==> config.mk <==
export PLATFORM = sky130hd
export DESIGN_NAME = operand_select_stage
export DESIGN_NICKNAME = d
export VERILOG_FILES = /design/src/rtl/opsel_pkg.sv /design/src/rtl/opsel_skid.sv /design/src/rtl/operand_select_stage.sv
export SDC_FILE = /design/constraint.sdc
export NUM_CORES = 1
export LEC_CHECK = 0
export CAP_MARGIN = 20
export CORE_ASPECT_RATIO = 1.2
export CORE_MARGIN = 1
export CORE_UTILIZATION = 44
export DETAILED_ROUTE_END_ITERATION = 8
export MAX_ROUTING_LAYER = met4
export PLACE_DENSITY = 0.77
export SETUP_SLACK_MARGIN = 0.02
export SLEW_MARGIN = 20
export SYNTH_ARGS = -nofsm -noshare
export SYNTH_HDL_FRONTEND = slang
export SYNTH_SLANG_ARGS = --single-unit
==> constraint.sdc <==
create_clock -name clk -period 2.8 [get_ports clk]
set_clock_uncertainty 0.1 [all_clocks]
set_input_delay 0.28 -clock clk [delete_from_list [all_inputs] [get_ports clk]]
set_output_delay 0.28 -clock clk [all_outputs]
set_load 0.02 [all_outputs]
==> src/rtl/opsel_pkg.sv <==
// opsel_pkg: shared constants, skid state encoding and select-width helper for operand_select_stage
package opsel_pkg;
  localparam int OPSEL_MAX_NSRC = 16;
  typedef enum logic [1:0] {
    OPSEL_EMPTY = 2'b00,
    OPSEL_ONE   = 2'b01,
    OPSEL_FULL  = 2'b11
  } opsel_state_e;
  function automatic int opsel_selw(input int n);
    return (n > 2) ? $clog2(n) : 1;
  endfunction
endpackage

==> src/rtl/opsel_skid.sv <==
// opsel_skid: two-entry skid buffer; state is {skid_v, main_v}, main drives the outputs
module opsel_skid
  import opsel_pkg::*;
#(
  parameter int W = 34
) (
  input  logic         clk,
  input  logic         rst,
  input  logic         in_valid,
  output logic         in_ready,
  input  logic [W-1:0] in_data,
  output logic         out_valid,
  input  logic         out_ready,
  output logic [W-1:0] out_data
);
  opsel_state_e state_q, state_d;
  logic [W-1:0] main_q, main_d, skid_q, skid_d;
  logic acc;
  always_ff @(posedge clk) begin
    if (rst) begin
      state_q <= OPSEL_EMPTY;
      main_q  <= '0;
      skid_q  <= '0;
    end else begin
      state_q <= state_d;
      main_q  <= main_d;
      skid_q  <= skid_d;
    end
  end
  always_comb begin
    acc     = in_valid && in_ready;
    state_d = state_q;
    main_d  = main_q;
    skid_d  = skid_q;
    case (state_q)
      OPSEL_EMPTY: if (acc) begin
        state_d = OPSEL_ONE;
        main_d  = in_data;
      end
      OPSEL_ONE: if (acc && out_ready) main_d = in_data;
        else if (acc) begin
          skid_d  = in_data;
          state_d = OPSEL_FULL;
        end else if (out_ready) state_d = OPSEL_EMPTY;
      OPSEL_FULL: if (out_ready) begin
        main_d  = skid_q;
        state_d = OPSEL_ONE;
      end
      default: state_d = OPSEL_EMPTY;
    endcase
  end
  // in_ready depends only on registered state and rst, never on out_ready
  always_comb begin
    in_ready  = (state_q != OPSEL_FULL) && !rst;
    out_valid = state_q[0] && !rst;
    out_data  = main_q;
  end
endmodule

==> src/rtl/operand_select_stage.sv <==
// operand_select_stage: registered N-way operand selector with skid output; OPSEL_ERR_EN adds sticky sel_err
module operand_select_stage
  import opsel_pkg::*;
#(
  parameter int WIDTH = 32,
  parameter int NSRC  = 4,
  localparam int SELW = opsel_selw(NSRC)
) (
  input  logic                  clk,
  input  logic                  rst,
  input  logic                  in_valid,
  output logic                  in_ready,
  input  logic [SELW-1:0]       sel,
  input  logic [NSRC*WIDTH-1:0] src,
  output logic                  out_valid,
  input  logic                  out_ready,
  output logic [WIDTH-1:0]      out_data,
  output logic [SELW-1:0]       out_sel
`ifdef OPSEL_ERR_EN
  ,output logic                 sel_err
`endif
);
  logic [WIDTH-1:0] sel_data;
  logic [SELW+WIDTH-1:0] pkt;
  // out-of-range selects match no source and fall through to zero
  always_comb begin
    sel_data = '0;
    for (int k = 0; k < NSRC; k++) if (sel == SELW'(k)) sel_data = src[k*WIDTH +: WIDTH];
  end
  opsel_skid #(.W(SELW + WIDTH)) u_skid (
    .clk       (clk),
    .rst       (rst),
    .in_valid  (in_valid),
    .in_ready  (in_ready),
    .in_data   ({sel, sel_data}),
    .out_valid (out_valid),
    .out_ready (out_ready),
    .out_data  (pkt)
  );
  assign {out_sel, out_data} = pkt;
`ifdef OPSEL_ERR_EN
  logic sel_err_q;
  always_ff @(posedge clk)
    sel_err_q <= rst ? 1'b0 : sel_err_q | (in_valid && in_ready && {1'b0, sel} >= (SELW+1)'(NSRC));
  assign sel_err = sel_err_q;
`endif
endmodule

==> results.yml, run 1 <==
run_status:
  run_status: "complete, no violations"
synth:
  synth_cells: 521
  yosys-top-cells-area: "dfxtp_1 33%, mux2i_1 15%, nand2_1 8.8%, a22oi_1 5.8%, o22ai_2 5.6%"
  synth-main-ff-cell: "dfxtp_1"
  synth_seq_cells: 70
  synthArstFlopShare_pct: 0
  synth_cell_types: 32
  syn-num-nets: 660
  synth-seq-area-share_pct: 33.0
  synth.top_cell.area_share_pct: 33.0
  syn_area_per_cell_um2: 8.16
  yosysWarnings: 0
  synth_edf_count: 0
  synth_area_leader_cell: "dfxtp_1"
  syn-cell-area_um2: 4250
detailed_routing:
  via_per_inst: 5.50
  drc: 0
  drt_iter0_markers: 196
  drt-pass1-iter-count: 5
  ant_nets: 0
  routedWlPerCell_um: 16.3
  vias: 4376
  drt_wl_total_um: 13000
worst_hold_path:
  holdCritPathClass: "in2reg"
  worstHoldPathCells: 3
  hp-start: "sel[1]"
  hold_end: "u_skid.skid_q[33]"
finish:
  post-route-util_pct: 67.1
  syn_to_final_growth_pct: 45.6
  drive_above_1_share_pct: 9.35
  fin_nets: 808
critical_path:
  max_stage_delay_ns: 0.52
  cp-end-kind: "flip-flop"
  timing.rr.start: "u_skid.state_q[1]"
  critPathArrivalTime_ns: 2.41
  r2r_setup_slack_ns: 0.51
  path_max_fanout: 15
  rr_worst_depth: 6
  path_class: "reg2reg"
  startpoint_type: "flip-flop"
  cp_slowest_cell: "or3b_1"
  r2r-end: "u_skid.out_data[33]"
  crit_chain: "ha_1 > or3b_1 > a221oi_4 > and2_2 > buf_4 > a211oi_1"
  required_ns: 2.92
cts:
  clk_pin_slew_ns: 0.08
  clkSinkCount: 70
  clk_path_buf_depth: 2
  root_buffer: "clkbuf_8"
  cts_tree: "done"
  clk_latency_ns: 0.36
  cts_made_buffers: 9
  cts_resized: 0
  ctsHoldBuffers: 0
  postCtsSetupRepairBufs: 0
  h-tree-depth: 3
timing:
  min_period_ns: 2.29
  rsz0062_at_grt: "no"
  slew_headroom_pct: 49.8
  worst_pin_slew_ns: 0.753
  setup_viol: 0
  hold_viol_final: 0
  fmax_ghz: 0.437
  drv_slew: 0
  finalCritPeriodShare_pct: 81.7
  fin_ws_ns: 0.513
  timing.hold.ws_ns: 0.238
  finalSetupTns_ns: 0
floorplanning:
  die_w_um: 91.7
  die-area_um2: 10100
  ios: 170
  core_um2: 9220
  initial_utilization_pct: 46.1
  row_count: 38
  dieHeight_um: 110
place:
  gp_congestion: 0.802
  dp_hpwl_um: 9180
  dp_slack_ns: 0.272
  numPortBuffers: 169
power:
  p_int_mw: 2.68
  p_leak_nw: 2.36
  clockPowerShare_pct: 17.2
  switching_share_pct: 39.7
  p_sw_mw: 1.76
  pwr-share-seq_pct: 32.0
  powerDensity_nw_per_um2: 717
  vdd_drop_max_mv: 0.311
  power_frac_comb_pct: 50.8
  finalPower_mw: 4.44
grt:
  grt_first_pass_wirelength_um: 21100
  grt_usage_pct: 27.2
  grt-ovfl-total: 0
  antenna_found_initial: 1
  grt_pass1_vias: 4441
  grt_max_degree: 49
job:
  drv_cap: 0
## cell usage after synthesis (2+ instances only)
cell	count
o22ai_2	19
mux2i_1	65
ha_1	5
a211oi_1	3
nand2b_1	32
nand3_1	32
dfxtp_1	70
buf_6	6
nand2_1	100
buf_2	13
inv_1	6
a22oi_1	33
nor2_1	4
clkbuf_1	29
nor2b_1	3
o21ai_0	35
a21oi_1	38
o22ai_1	13
or3b_1	2
## power by group through the flow
stage	sequential (mW)	clock (mW)	combinational [mW]
finish	1.42	0.763	2.26
global route	1.45	0.813	2.40
CTS	1.42	0.764	2.26
detailed placement	1.44	0	2.25
global placement	1.43	0	2.19
floorplan	1.67	0	1.15
## flip-flops by register name, indices dropped and copies added (netlist names)
name,cells
u_skid.out_data,34
u_skid.skid_q,34
u_skid.state_q,2
## layout by cell type, fill, tap and decap left out, drive strengths merged
master / instances
clkdlybuf4s50: 166
nand2: 100
dfxtp: 70
mux2i: 65
a21oi: 38
o21ai: 35
a22oi: 33
nand3: 33
nand2b: 32
o22ai: 32
buf: 21
clkbuf: 10
inv: 7
ha: 5
nor2: 4
a211oi: 3
clkinvlp: 3
nor2b: 3
or3b: 2
a221oi: 2
clkinv: 2
diode: 1
nand4bb: 1
and2: 1
nor3b: 1
a221o: 1
o21bai: 1
or2: 1
nand4: 1
o211ai: 1
## routing by layer
metal,GRT usage [%],up-vias,wire length [um]
li1,-,2148,-
met1,29.1,2040,5130
met2,49.3,158,6760
met3,3.60,30,665
met4,14.2,0,400
met5,-,-,0
## layout make-up
cell class / instances / area (um2)
clock buffers: 10 / 138
fillers: 774 / 3030
multi-input cells: 395 / 2580
clock inverters: 6 / 45.0
diodes: 1 / 2.50
well taps: 120 / 150
flip-flops and latches: 70 / 1400
inverters: 6 / 22.5
repair buffers: 187 / 1850
## worst max-delay path by stage
stage                                 start                  end  cells after the start
after global routing      u_skid.state_q[1]  u_skid.out_data[14]                      7
final                     u_skid.state_q[1]  u_skid.out_data[33]                      6
after CTS                 u_skid.state_q[1]  u_skid.out_data[16]                      7
after floorplan           u_skid.state_q[0]  u_skid.out_data[19]                      8
after detailed placement           in_valid  u_skid.out_data[33]                      6
after global placement             in_valid  u_skid.out_data[32]                      6
## through the flow
step | instance area, um2 | instances
after global routing | 6190 | 795
after floorplan | 4250 | 521
after CTS | 6190 | 794
final | 6190 | 795
after global placement | 6010 | 778
after detailed placement | 6010 | 778
## logic make-up (layout without fill, tap and decap cells)
kind of cell	after synthesis	count (layout)	synth area share, %
and+or+nand+nor	179	179	19.7
muxes	65	65	15.3
adders and majority gates	5	5	1.47
AOI/OAI and AO/OA	146	146	23.9
other	0	1	0
DFF	70	70	33.0
buffers and inverters	56	209	6.65
## critical path, delay by kind of cell (launching register included)
| kind | cells | cell delay, ns |
|---|---|---|
| AOI/OAI and AO/OA | 2 | 0.51 |
| adders and majority gates | 1 | 0.20 |
| buffers and inverters | 1 | 0.26 |
| DFF | 1 | 0.35 |
| and+or+nand+nor | 2 | 0.74 |
Note: power is estimated with default switching activity, not from simulation.
==> inputs of run 2 (changes only) <==
- CORE_UTILIZATION: 44 -> 40
- PLACE_DENSITY: 0.77 -> 0.74
- clock period: 2.8 -> 1.98 ns (I/O delays scaled with it)
==> run 2 against run 1 <==
Compared with the run above: worst setup slack worse by 0.51 ns; hold slack worse by 0.084 ns; first-iteration DRC count up 8.2%; non-clock buffer count up 11; critical path depth up 1; count of clock-buffer cells in the layout up 1; final cell count up 1.6%; wire length up 0.56%; critical path type unchanged; core utilization down 3.2 points; highest routed layer unchanged; global-route usage down 3.0 points; largest power group unchanged; die area up 9.8%; flip-flop and latch count unchanged.
==> results.yml, run 2 (synthesis gave the netlist of run 1 again) <==
detailed_routing:
  routedWlPerCell_um: 16.1
  drt-pass1-iter-count: 4
  drt_iter0_markers: 212
  drc: 0
  vias: 4447
  via_per_inst: 5.50
  ant_nets: 0
  drt_wl_total_um: 13000
timing:
  finalSetupTns_ns: 0
  fmax_ghz: 0.506
  min_period_ns: 1.98
  worst_pin_slew_ns: 0.505
  finalCritPeriodShare_pct: 99.8
  rsz0062_at_grt: "yes"
  slew_headroom_pct: 66.4
  drv_slew: 0
  setup_viol: 0
  hold_viol_final: 0
  fin_ws_ns: 0.00315
cts:
  clkSinkCount: 70
  ctsHoldBuffers: 0
  root_buffer: "clkbuf_16"
  cts_tree: "done"
  clk_pin_slew_ns: 0.05
  clk_path_buf_depth: 2
  cts_made_buffers: 9
  h-tree-depth: 3
  clk_latency_ns: 0.32
worst_hold_path:
  holdCritPathClass: "in2reg"
critical_path:
  path_max_fanout: 34
  required_ns: 2.06
  cpMostUsedCell: "or3b_4"
  max_stage_delay_ns: 0.41
  critPathArrivalTime_ns: 2.06
  startpoint_type: "flip-flop"
  path_class: "reg2reg"
  crit_chain: "ha_4 > or3b_4 > buf_6 > or3b_4 > buf_12 > nand2_1 > a21oi_1"
  cp_slowest_cell: "or3b_4"
  cp-end-kind: "flip-flop"
floorplanning:
  row_count: 40
  die-area_um2: 11000
  initial_utilization_pct: 41.8
  ios: 170
  core_um2: 10200
  die_w_um: 96.1
  dieHeight_um: 115
power:
  powerDensity_nw_per_um2: 1070
  p_leak_nw: 2.51
  finalPower_mw: 6.97
  vdd_drop_max_mv: 0.728
finish:
  layout_common_cells: "164 x clkdlybuf4s50_1, 97 x nand2_1, 68 x dfxtp_1"
  finalNonFillerCells: 808
  drive_above_1_share_pct: 12.0
  layout_commonest_cell: "clkdlybuf4s50_1"
  fin_area_um2: 6490
  fill_cells: 882
  fin_nets: 819
  multi_input_area_um2: 2620
  syn_to_final_growth_pct: 52.7
  diodes: 0
  regArea_um2: 1400
grt:
  grt_max_degree: 43
  grt_usage_pct: 24.2
  grt-ovfl-total: 0
  grt_first_pass_wirelength_um: 20400
  antenna_found_initial: 0
  grt_pass1_vias: 4511
place:
  gp_congestion: 0.786
  dp_slack_ns: -0.292
  dp_hpwl_um: 9230
  placed_cells: 793
  place_area_um2: 6150
  numPortBuffers: 169
job:
  drv_cap: 0
run_status:
  run_status: "complete, no violations"
## run 2: cell count changes in the layout (fill, tap and decap cells not counted), moves of 3 or more
cell,delta
buf_12,+5
buf_4,+3
buf_6,+3
clkbuf_16,+9
clkbuf_8,-9
nand2_1,-3
nand2_2,+3
## run 2: worst paths after layout
path | from | end | slack [ns] | cells after the start
worst min register to register | u_skid.skid_q[15] | u_skid.skid_q[15] | 0.35 | 2
worst min-delay path | sel[0] | u_skid.skid_q[32] | 0.15 | 3
worst max register to register | u_skid.state_q[0] | u_skid.skid_q[22] | 0.003 | 7
worst max-delay path | u_skid.state_q[0] | u_skid.skid_q[22] | 0.003 | 7
## run 2: worst max-delay path: cells and delay by family (launching register included)
kind / cells / cell delay [ns]
simple gates: 3 / 0.87
compound gates: 1 / 0.06
fa+ha+maj: 1 / 0.16
flops: 1 / 0.34
buf+inv: 2 / 0.31
## run 2: layer usage
metal	wire [um]	up-vias	track usage, %
met3	658	30	3.57
met5	0	-	-
met1	5070	2090	24.6
met2	6930	160	44.8
li1	-	2167	-
met4	363	0	10.6
## run 2: what timing repair did
action	in CTS	in global routing
pin swaps	2	0
buffers inserted	0	2
resized for setup	12	4
endpoints found under the setup margin	69	69
## run 2: cell type report
| class | instances | share of cell area (%) |
|---|---|---|
| flip-flops and latches | 70 | 21.6 |
| multi-input cells | 395 | 40.3 |
| repair buffers | 198 | 31.0 |
| clock buffers | 11 | 3.74 |
| inverters | 6 | 0.405 |
| well taps | 126 | 2.43 |
| clock inverters | 2 | 0.540 |
## run 2: power by group
group / leakage (nW) / internal [mW] / switching (mW)
logic: 1.80 / 1.71 / 1.75
clock network: 0.137 / 0.985 / 0.535
registers: 0.572 / 1.79 / 0.210
total: 2.51 / 4.48 / 2.49
## run 2: stage by stage
step	utilization, %	hold WS [ns]
2_1_floorplan	-	0.329
3_3_place_gp	60.5	0.334
5_1_grt	63.9	0.202
6_report	63.9	0.155
3_5_place_dp	60.5	0.340
4_1_cts	63.6	0.158
